==> src/rtl/intpol2_pkg.sv <==
// Shared types and constants for the intpol2 frame sequencer: FSM states,
// register map indices, error codes and status word bit positions.
package intpol2_pkg;

  typedef enum logic [2:0] {
    S_IDLE,
    S_CHECK,
    S_START,
    S_RUN,
    S_FEND,
    S_GAP,
    S_DONE,
    S_ERR
  } seq_state_e;

  localparam logic [2:0] REG_CTRL      = 3'd0;
  localparam logic [2:0] REG_IX        = 3'd1;
  localparam logic [2:0] REG_IX2       = 3'd2;
  localparam logic [2:0] REG_ILEN      = 3'd3;
  localparam logic [2:0] REG_SIG_LEN   = 3'd4;
  localparam logic [2:0] REG_N_FRAMES  = 3'd5;
  localparam logic [2:0] REG_STATUS    = 3'd6;
  localparam logic [2:0] REG_TOTAL_LEN = 3'd7;

  localparam logic [1:0] ERR_NONE     = 2'd0;
  localparam logic [1:0] ERR_BAD_CFG  = 2'd1;
  localparam logic [1:0] ERR_OVERFLOW = 2'd2;
  localparam logic [1:0] ERR_TIMEOUT  = 2'd3;

  localparam int ST_ALL_DONE    = 0;
  localparam int ST_BUSY        = 1;
  localparam int ST_ERR         = 2;
  localparam int ST_WR_BUSY     = 3;
  localparam int ST_ERR_CODE_LO = 4;
  localparam int ST_FRAMES_LO   = 8;

endpackage

==> src/rtl/intpol2_seq_regfile.sv <==
// Configuration/status register file for the frame sequencer: write guard
// while a run is active, sticky write-while-busy flag and combinational read mux.
module intpol2_seq_regfile
  import intpol2_pkg::*;
#(
  parameter int CONFIG_WIDTH = 32,
  parameter int ADDR_WIDTH   = 20,
  parameter int FRAMES_WIDTH = 8
) (
  input  logic                    clk,
  input  logic                    rst,
  input  logic                    we,
  input  logic [2:0]              addr,
  input  logic [CONFIG_WIDTH-1:0] wdata,
  output logic [CONFIG_WIDTH-1:0] rdata,
  input  logic                    busy,
  input  logic                    all_done,
  input  logic                    err,
  input  logic [1:0]              err_code,
  input  logic [FRAMES_WIDTH-1:0] frames_left,
  input  logic [ADDR_WIDTH-1:0]   total_len,
  output logic [CONFIG_WIDTH-1:0] ctrl,
  output logic [CONFIG_WIDTH-1:0] ix,
  output logic [CONFIG_WIDTH-1:0] ix2,
  output logic [CONFIG_WIDTH-1:0] ilen,
  output logic [ADDR_WIDTH-1:0]   sig_len,
  output logic [FRAMES_WIDTH-1:0] n_frames
);

  logic                    wr_busy;
  logic [CONFIG_WIDTH-1:0] status;

  always_ff @(posedge clk or posedge rst) begin
    if (rst) begin
      ctrl     <= '0;
      ix       <= '0;
      ix2      <= '0;
      ilen     <= '0;
      sig_len  <= '0;
      n_frames <= '0;
      wr_busy  <= 1'b0;
    end else if (we) begin
      // Config must stay frozen for the whole run, so busy writes are dropped.
      if (busy) begin
        wr_busy <= 1'b1;
      end else begin
        case (addr)
          REG_CTRL: begin
            ctrl    <= wdata;
            wr_busy <= 1'b0;
          end
          REG_IX:       ix       <= wdata;
          REG_IX2:      ix2      <= wdata;
          REG_ILEN:     ilen     <= wdata;
          REG_SIG_LEN:  sig_len  <= wdata[ADDR_WIDTH-1:0];
          REG_N_FRAMES: n_frames <= wdata[FRAMES_WIDTH-1:0];
          default: ;
        endcase
      end
    end
  end

  always_comb begin
    status = '0;
    status[ST_ALL_DONE] = all_done;
    status[ST_BUSY]     = busy;
    status[ST_ERR]      = err;
    status[ST_WR_BUSY]  = wr_busy;
    status[ST_ERR_CODE_LO +: 2]           = err_code;
    status[ST_FRAMES_LO +: FRAMES_WIDTH]  = frames_left;
  end

  always_comb begin
    rdata = '0;
    case (addr)
      REG_CTRL:      rdata = ctrl;
      REG_IX:        rdata = ix;
      REG_IX2:       rdata = ix2;
      REG_ILEN:      rdata = ilen;
      REG_SIG_LEN:   rdata = CONFIG_WIDTH'(sig_len);
      REG_N_FRAMES:  rdata = CONFIG_WIDTH'(n_frames);
      REG_STATUS:    rdata = status;
      REG_TOTAL_LEN: rdata = CONFIG_WIDTH'(total_len);
      default:       rdata = '0;
    endcase
  end

endmodule

==> src/rtl/intpol2_frame_sequencer.sv <==
// Run controller for the intpol2 IQ interpolator: validates config, pulses
// core/sink start per frame, counts drained samples and guards against stalls.
module intpol2_frame_sequencer
  import intpol2_pkg::*;
#(
  parameter int CONFIG_WIDTH = 32,
  parameter int ADDR_WIDTH   = 20,
  parameter int FRAMES_WIDTH = 8,
  parameter int WDOG_WIDTH   = 16
) (
  input  logic                      clk,
  input  logic                      rst,
  input  logic                      cfg_we,
  input  logic [2:0]                cfg_addr,
  input  logic [CONFIG_WIDTH-1:0]   cfg_wdata,
  output logic [CONFIG_WIDTH-1:0]   cfg_rdata,
  input  logic                      go,
  input  logic                      abort,
  input  logic [7:0]                core_status_i,
  input  logic                      out_empty_i,
  input  logic                      out_re_i,
  output logic [4*CONFIG_WIDTH-1:0] config_reg_o,
  output logic                      core_start_o,
  output logic                      sink_start_o,
  output logic [ADDR_WIDTH-1:0]     sink_len_o,
  output logic                      frame_done_o,
  output logic                      all_done_o,
  output logic                      busy_o,
  output logic                      err_o
);

  localparam int PROD_W = CONFIG_WIDTH + ADDR_WIDTH;

  logic [CONFIG_WIDTH-1:0] ctrl, ix, ix2, ilen;
  logic [ADDR_WIDTH-1:0]   sig_len;
  logic [FRAMES_WIDTH-1:0] n_frames;

  seq_state_e              state, state_nxt;
  logic [1:0]              err_code, err_nxt;
  logic [FRAMES_WIDTH-1:0] frames_left;
  logic [ADDR_WIDTH-1:0]   total_len, cnt, cnt_inc;
  logic [WDOG_WIDTH-1:0]   wdog;
  logic                    done_seen;
  logic [PROD_W-1:0]       prod;
  logic                    ovf, pop, run_pop, wdog_expired, state_busy;
  logic                    core_done, core_busy;
  logic                    unused_status;

  intpol2_seq_regfile #(
    .CONFIG_WIDTH(CONFIG_WIDTH),
    .ADDR_WIDTH  (ADDR_WIDTH),
    .FRAMES_WIDTH(FRAMES_WIDTH)
  ) u_regfile (
    .clk        (clk),
    .rst        (rst),
    .we         (cfg_we),
    .addr       (cfg_addr),
    .wdata      (cfg_wdata),
    .rdata      (cfg_rdata),
    .busy       (busy_o),
    .all_done   (all_done_o),
    .err        (err_o),
    .err_code   (err_code),
    .frames_left(frames_left),
    .total_len  (total_len),
    .ctrl       (ctrl),
    .ix         (ix),
    .ix2        (ix2),
    .ilen       (ilen),
    .sig_len    (sig_len),
    .n_frames   (n_frames)
  );

  assign config_reg_o = {ilen, ix2, ix, ctrl};
  assign sink_len_o   = total_len;

  assign core_done     = core_status_i[0];
  assign core_busy     = core_status_i[1];
  assign unused_status = ^core_status_i[7:2];

  // Full-width product so any length that does not fit ADDR_WIDTH is caught.
  assign prod = (PROD_W'(sig_len) - PROD_W'(2)) * PROD_W'(ilen);
  assign ovf  = |prod[PROD_W-1:ADDR_WIDTH];

  assign pop          = out_re_i & ~out_empty_i;
  assign run_pop      = pop & (state == S_RUN);
  assign cnt_inc      = cnt + ADDR_WIDTH'(run_pop);
  assign wdog_expired = (wdog == '1) & ~pop;
  assign state_busy   = !(state inside {S_IDLE, S_DONE, S_ERR});

  always_comb begin
    state_nxt = state;
    err_nxt   = ERR_NONE;
    case (state)
      S_IDLE, S_DONE, S_ERR: begin
        if (go) state_nxt = S_CHECK;
      end
      S_CHECK: begin
        if (ilen == '0 || sig_len < ADDR_WIDTH'(3) || n_frames == '0) begin
          state_nxt = S_ERR;
          err_nxt   = ERR_BAD_CFG;
        end else if (ovf) begin
          state_nxt = S_ERR;
          err_nxt   = ERR_OVERFLOW;
        end else begin
          state_nxt = S_START;
        end
      end
      S_START: state_nxt = S_RUN;
      S_RUN: begin
        if (cnt_inc == total_len && (done_seen || core_done)) begin
          state_nxt = S_FEND;
        end else if (wdog_expired) begin
          state_nxt = S_ERR;
          err_nxt   = ERR_TIMEOUT;
        end
      end
      S_FEND: state_nxt = (frames_left != FRAMES_WIDTH'(1)) ? S_GAP : S_DONE;
      S_GAP: begin
        if (!core_busy && out_empty_i) begin
          state_nxt = S_START;
        end else if (wdog_expired) begin
          state_nxt = S_ERR;
          err_nxt   = ERR_TIMEOUT;
        end
      end
      default: state_nxt = S_IDLE;
    endcase
    if (abort && state_busy) begin
      state_nxt = S_IDLE;
      err_nxt   = ERR_NONE;
    end
  end

  always_ff @(posedge clk or posedge rst) begin
    if (rst) begin
      state        <= S_IDLE;
      core_start_o <= 1'b0;
      sink_start_o <= 1'b0;
      frame_done_o <= 1'b0;
      all_done_o   <= 1'b0;
      busy_o       <= 1'b0;
      err_o        <= 1'b0;
      err_code     <= ERR_NONE;
      frames_left  <= '0;
      total_len    <= '0;
      cnt          <= '0;
      wdog         <= '0;
      done_seen    <= 1'b0;
    end else begin
      state        <= state_nxt;
      core_start_o <= (state_nxt == S_START);
      sink_start_o <= (state_nxt == S_START);
      frame_done_o <= (state_nxt == S_FEND);
      all_done_o   <= (state_nxt == S_DONE);
      err_o        <= (state_nxt == S_ERR);
      busy_o       <= !(state_nxt inside {S_IDLE, S_DONE, S_ERR});

      if (state == S_CHECK) total_len <= prod[ADDR_WIDTH-1:0];

      if (state_nxt == S_CHECK) err_code <= ERR_NONE;
      else if (state_nxt == S_ERR && state != S_ERR) err_code <= err_nxt;

      if (state == S_CHECK && state_nxt == S_START) frames_left <= n_frames;
      else if (state == S_FEND) frames_left <= frames_left - FRAMES_WIDTH'(1);

      cnt <= (state_nxt == S_START) ? '0 : cnt_inc;

      // Done may arrive before or after the last pop; remember it per frame.
      if (state_nxt == S_START) done_seen <= 1'b0;
      else if (core_done) done_seen <= 1'b1;

      if (state_nxt != state || pop) wdog <= '0;
      else if (state == S_RUN || state == S_GAP) wdog <= wdog + WDOG_WIDTH'(1);
    end
  end

endmodule

==> config.mk <==
export PLATFORM = sky130hd
export DESIGN_NAME = intpol2_frame_sequencer
export DESIGN_NICKNAME = d
export VERILOG_FILES = /design/src/rtl/intpol2_pkg.sv /design/src/rtl/intpol2_seq_regfile.sv /design/src/rtl/intpol2_frame_sequencer.sv
export SDC_FILE = /design/constraint.sdc
export NUM_CORES = 2
export LEC_CHECK = 0
export ABC_AREA = 1
export BUFFER_PORTS_ARGS = -buffer_cell sky130_fd_sc_hd__buf_2
export CORE_MARGIN = 2
export CORE_UTILIZATION = 51
export DETAILED_ROUTE_END_ITERATION = 10
export PLACE_DENSITY = 0.76
export SLEW_MARGIN = 20
export SYNTH_ARGS = -nofsm -noshare
export SYNTH_HDL_FRONTEND = slang
export SYNTH_HIERARCHICAL = 1
export SYNTH_SLANG_ARGS = --single-unit
==> constraint.sdc <==
create_clock -name clk -period 16 [get_ports clk]
set_input_delay 4 -clock clk [delete_from_list [all_inputs] [get_ports clk]]
set_output_delay 4 -clock clk [all_outputs]
set_load 0.005 [all_outputs]
==> tab_implementation.tex <==
\begin{tabular}{lr}
\hline
Metric & Value \\
\hline
\multicolumn{2}{l}{\textbf{GRT}} \\
\quad Gr ovfl total & 0 \\
\quad First-pass GRT wire length & 174200 um \\
\quad Overall fraction of global-route tracks in use & 31.85\% \\
\quad Largest net degree at the start of global routing & 81 \\
\quad Number of global-route vias before repair & 31150 \\
\quad Number of antenna violations at the first check in global routing & 0 \\
\multicolumn{2}{l}{\textbf{Clock network}} \\
\quad Maximum level of the CTS H-tree & 1 \\
\quad Post-CTS setup repair buffer count & 0 \\
\quad Clock tree from TritonCTS & done \\
\quad Worst-path clk slew & 70 ps \\
\quad Count of clock tree sinks & 232 \\
\quad Number of buffers inserted for hold repair after clock tree synthesis & 0 \\
\quad Clock tree root driver cell & sky130\_fd\_sc\_hd\_\_clkbuf\_16 \\
\quad Clock insertion delay at the later pin of the skew report & 540 ps \\
\quad Number of gates given a new drive strength after cts & 0 \\
\quad TritonCTS buffer count & 25 \\
\quad Max clock buf depth & 3 \\
\multicolumn{2}{l}{\textbf{Floorplan}} \\
\quad Die X & 266.9 um \\
\quad I/O pins & 236 \\
\quad Floorplan Core Area & 68470 um2 \\
\quad Die extent in y & 266.9 um \\
\quad Effective utilization at floorplan & 51.49\% \\
\quad Number of placement rows & 96 \\
\quad Die Outline Area & 71240 um2 \\
\multicolumn{2}{l}{\textbf{Job}} \\
\quad Number of maximum-capacitance violations & 0 \\
\multicolumn{2}{l}{\textbf{Timing}} \\
\quad Worst clock skew & 23.39 ps \\
\quad Hold Vio Cnt, Final & 0 \\
\quad Setup repair after global routing missed its margin & false \\
\quad Share of the clock period used by the worst path & 67.65\% \\
\quad Relative max-transition margin & 23.54\% \\
\quad Pins over their slew limit & 0 \\
\quad \# setup viols final & 0 \\
\quad TNS Setup & 0 ps \\
\quad Highest attainable clock frequency & 0.09239 GHz \\
\quad Shortest clock period the worst path allows after layout & 10820 ps \\
\quad Slew at the pin with the worst max-slew slack & 1145 ps \\
\multicolumn{2}{l}{\textbf{Drt}} \\
\quad Post-Route WL & 112100 um \\
\quad Antenna-violating nets left & 0 \\
\quad Detailed Route Iter0 Violations & 3134 \\
\quad Total via count after detailed routing & 31553 \\
\quad Routed length per placed instance & 19.51 um \\
\quad Mean number of vias per cell & 5.494 \\
\quad Pre-Repair DR Iteration Count & 7 \\
\quad Residual DRC count & 0 \\
\multicolumn{2}{l}{\textbf{Yosys}} \\
\quad \#FFs+latches synth & 232 \\
\quad Post-synthesis average cell area & 7.457 um2 \\
\quad Proportion of synthesized chip area in sequential cells & 16.47\% \\
\quad Most frequent cell after synthesis & sky130\_fd\_sc\_hd\_\_nand2\_1 \\
\quad Combined area of all synthesized cells & 35250 um2 \\
\quad Post-synth top cells & sky130\_fd\_sc\_hd\_\_nand2\_1, sky130\_fd\_sc\_hd\_\_inv\_1, sky130\_fd\_sc\_hd\_\_nor2\_1 \\
\quad Commonest register cell after synthesis & sky130\_fd\_sc\_hd\_\_dfrtp\_1 \\
\quad Area fraction of the dominant cell type after synthesis & 32.26\% \\
\quad Share of flip-flops with an asynchronous set or reset & 100.0\% \\
\quad Number of synthesized flops with an enable pin & 0 \\
\quad Syn Nets & 5537 \\
\quad Library cell occupying the most area in the post-synthesis netlist & sky130\_fd\_sc\_hd\_\_fa\_1 \\
\quad Synthesized instance count & 4727 \\
\quad Yosys cell types & 42 \\
\quad Number of warning messages in the yosys log & 6 \\
\quad Top area cells in the synthesized netlist & sky130\_fd\_sc\_hd\_\_fa\_1, sky130\_fd\_sc\_hd\_\_dfrtp\_1, sky130\_fd\_sc\_hd\_\_nand2\_1 \\
\multicolumn{2}{l}{\textbf{Critical path}} \\
\quad Type of the worst setup path & in -> out \\
\quad Worst Path Arrival & 6820 ps \\
\quad Critical Path Start & cfg\_addr[2] \\
\quad Critical path required time & 12000 ps \\
\quad Capturing element type of the critical path & output port \\
\quad Critical path peak fanout & 60 \\
\quad Source of the worst register-to-register timing path & u\_regfile/sig\_len[1] \\
\quad Crit path launch type & input port \\
\multicolumn{2}{l}{\textbf{Cells and area}} \\
\quad Nets & 5651 \\
\quad Area added between synthesis and finish & 7.837\% \\
\quad Final core area utilization & 55.52\% \\
\quad Fraction of layout instances using a drive strength above 1 & 8.539\% \\
\quad \# fillers & 6431 \\
\multicolumn{2}{l}{\textbf{Outcome}} \\
\quad Status & finished clean \\
\multicolumn{2}{l}{\textbf{Placement}} \\
\quad Count of buffers inserted at the top-level ports & 229 \\
\quad Detailed Place HPWL & 87930 um \\
\quad GP Congestion & 1.003 \\
\multicolumn{2}{l}{\textbf{Min path}} \\
\quad Worst min-delay path startpoint & u\_regfile/ilen[10] \\
\quad Type of the worst min-delay path & reg -> reg \\
\hline
\end{tabular}
## critical path: stages
cell	delay, ps
sky130_fd_sc_hd__buf_2	100
sky130_fd_sc_hd__buf_4	280
sky130_fd_sc_hd__inv_2	900
sky130_fd_sc_hd__nand3_2	610
sky130_fd_sc_hd__inv_2	510
sky130_fd_sc_hd__nand2_1	100
sky130_fd_sc_hd__nand4_1	130
sky130_fd_sc_hd__buf_2	130
## sequential cells by signal, summed over array words and instances (netlist names), 3 cells and up
name,cells
cnt,20
u_regfile/ix,32
u_regfile/ix2,32
sink_len_o,20
u_regfile/sig_len,20
u_regfile/ilen,32
wdog,16
u_regfile/n_frames,8
state,3
u_regfile/ctrl,32
frames_left,8
## metal layers
layer | part of all wire (%) | global-route usage, % | up-vias
met3 | 8.2 | 3.607 | 301
li1 | - | - | 14292
met5 | 0 | 0 | -
met4 | 5.2 | 13.60 | 0
met2 | 48 | 53.20 | 1455
met1 | 39 | 42.11 | 15505
## cell usage in the layout (no fill, tap or decap), types with 2 or more instances in the layout
cell type	netlist	final
sky130_fd_sc_hd__nand3b_1	11	11
sky130_fd_sc_hd__nand3_2	6	7
sky130_fd_sc_hd__clkbuf_8	0	2
sky130_fd_sc_hd__nand3_1	159	158
sky130_fd_sc_hd__xor2_1	19	18
sky130_fd_sc_hd__inv_1	1003	1001
sky130_fd_sc_hd__clkinv_1	17	17
sky130_fd_sc_hd__o211ai_1	4	4
sky130_fd_sc_hd__buf_2	20	229
sky130_fd_sc_hd__ha_1	192	192
sky130_fd_sc_hd__nand2_2	16	17
sky130_fd_sc_hd__nor2_1	680	678
sky130_fd_sc_hd__nand4_1	149	149
sky130_fd_sc_hd__a21oi_1	39	39
sky130_fd_sc_hd__clkbuf_16	0	25
sky130_fd_sc_hd__nor3_1	17	17
sky130_fd_sc_hd__inv_6	0	5
sky130_fd_sc_hd__o21bai_1	12	12
sky130_fd_sc_hd__a21o_1	4	4
sky130_fd_sc_hd__buf_4	4	45
sky130_fd_sc_hd__and2_1	2	2
sky130_fd_sc_hd__nor4_1	8	8
sky130_fd_sc_hd__nor3_2	3	2
sky130_fd_sc_hd__xnor2_1	23	23
sky130_fd_sc_hd__nor2_4	5	6
sky130_fd_sc_hd__o21ai_2	2	2
sky130_fd_sc_hd__bufinv_16	0	4
sky130_fd_sc_hd__inv_2	10	11
sky130_fd_sc_hd__nand2_4	4	6
sky130_fd_sc_hd__dfrtp_1	232	232
sky130_fd_sc_hd__clkinv_2	0	6
sky130_fd_sc_hd__fa_1	568	568
sky130_fd_sc_hd__or2_2	10	10
sky130_fd_sc_hd__nand2_1	1103	1100
sky130_fd_sc_hd__o21ai_0	140	140
sky130_fd_sc_hd__nor3_4	1	2
sky130_fd_sc_hd__clkinvlp_4	0	2
sky130_fd_sc_hd__o21ai_1	68	68
sky130_fd_sc_hd__a21oi_2	3	3
sky130_fd_sc_hd__nor2_2	24	25
## worst paths after layout
kind	to	slack (ps)	cells after the start
worst max register to register	frames_left[3]	5550	45
worst min-delay path	u_regfile/ilen[10]	500	2
worst max-delay path	cfg_rdata[25]	5180	8
worst min register to register	u_regfile/ilen[10]	500	2
min in group asynchronous	u_regfile/ctrl[0]	3600	2
max in group asynchronous	u_regfile/ilen[27]	11210	4
## metrics by stage
stage | cell area, um2 | setup WS, ps | hold WS, ps | instances
floorplan | 35250 | 7084 | 452.3 | 4727
global placement | 37080 | 5350 | 472.3 | 5695
detailed placement | 37090 | 5343 | 479.9 | 5695
CTS | 37970 | 5310 | 496.1 | 5741
global route | 38010 | 4780 | 529.6 | 5742
finish | 38010 | 5176 | 495.7 | 5743
## cell families (layout without fill, tap and decap cells)
kind of cell / count (synthesis) / after routing / synth area share, %
fa+ha+maj: 760 / 760 / 39.07
simple gates: 2202 / 2202 / 26.15
compound gates: 273 / 273 / 4.078
other cells: 0 / 1 / 0
flops: 232 / 232 / 16.47
buf+inv: 1218 / 1351 / 13.19
xor+xnor: 42 / 42 / 1.044
## final cells by class
class	count	area, um2	area share (%)
Tap cell	882	1104	2.903
Multi-Input combinational cell	3277	24840	65.35
Clock inverter	18	220.2	0.5793
Timing Repair Buffer	275	1511	3.976
Sequential cell	232	5806	15.27
Inverter	1030	3871	10.18
Antenna cell	1	2.502	0.006583
Clock buffer	28	656.9	1.728
Power is left out: the tool's default activity adds up to more than one toggle a clock period on the data nets, which glitch-free logic cannot reach.
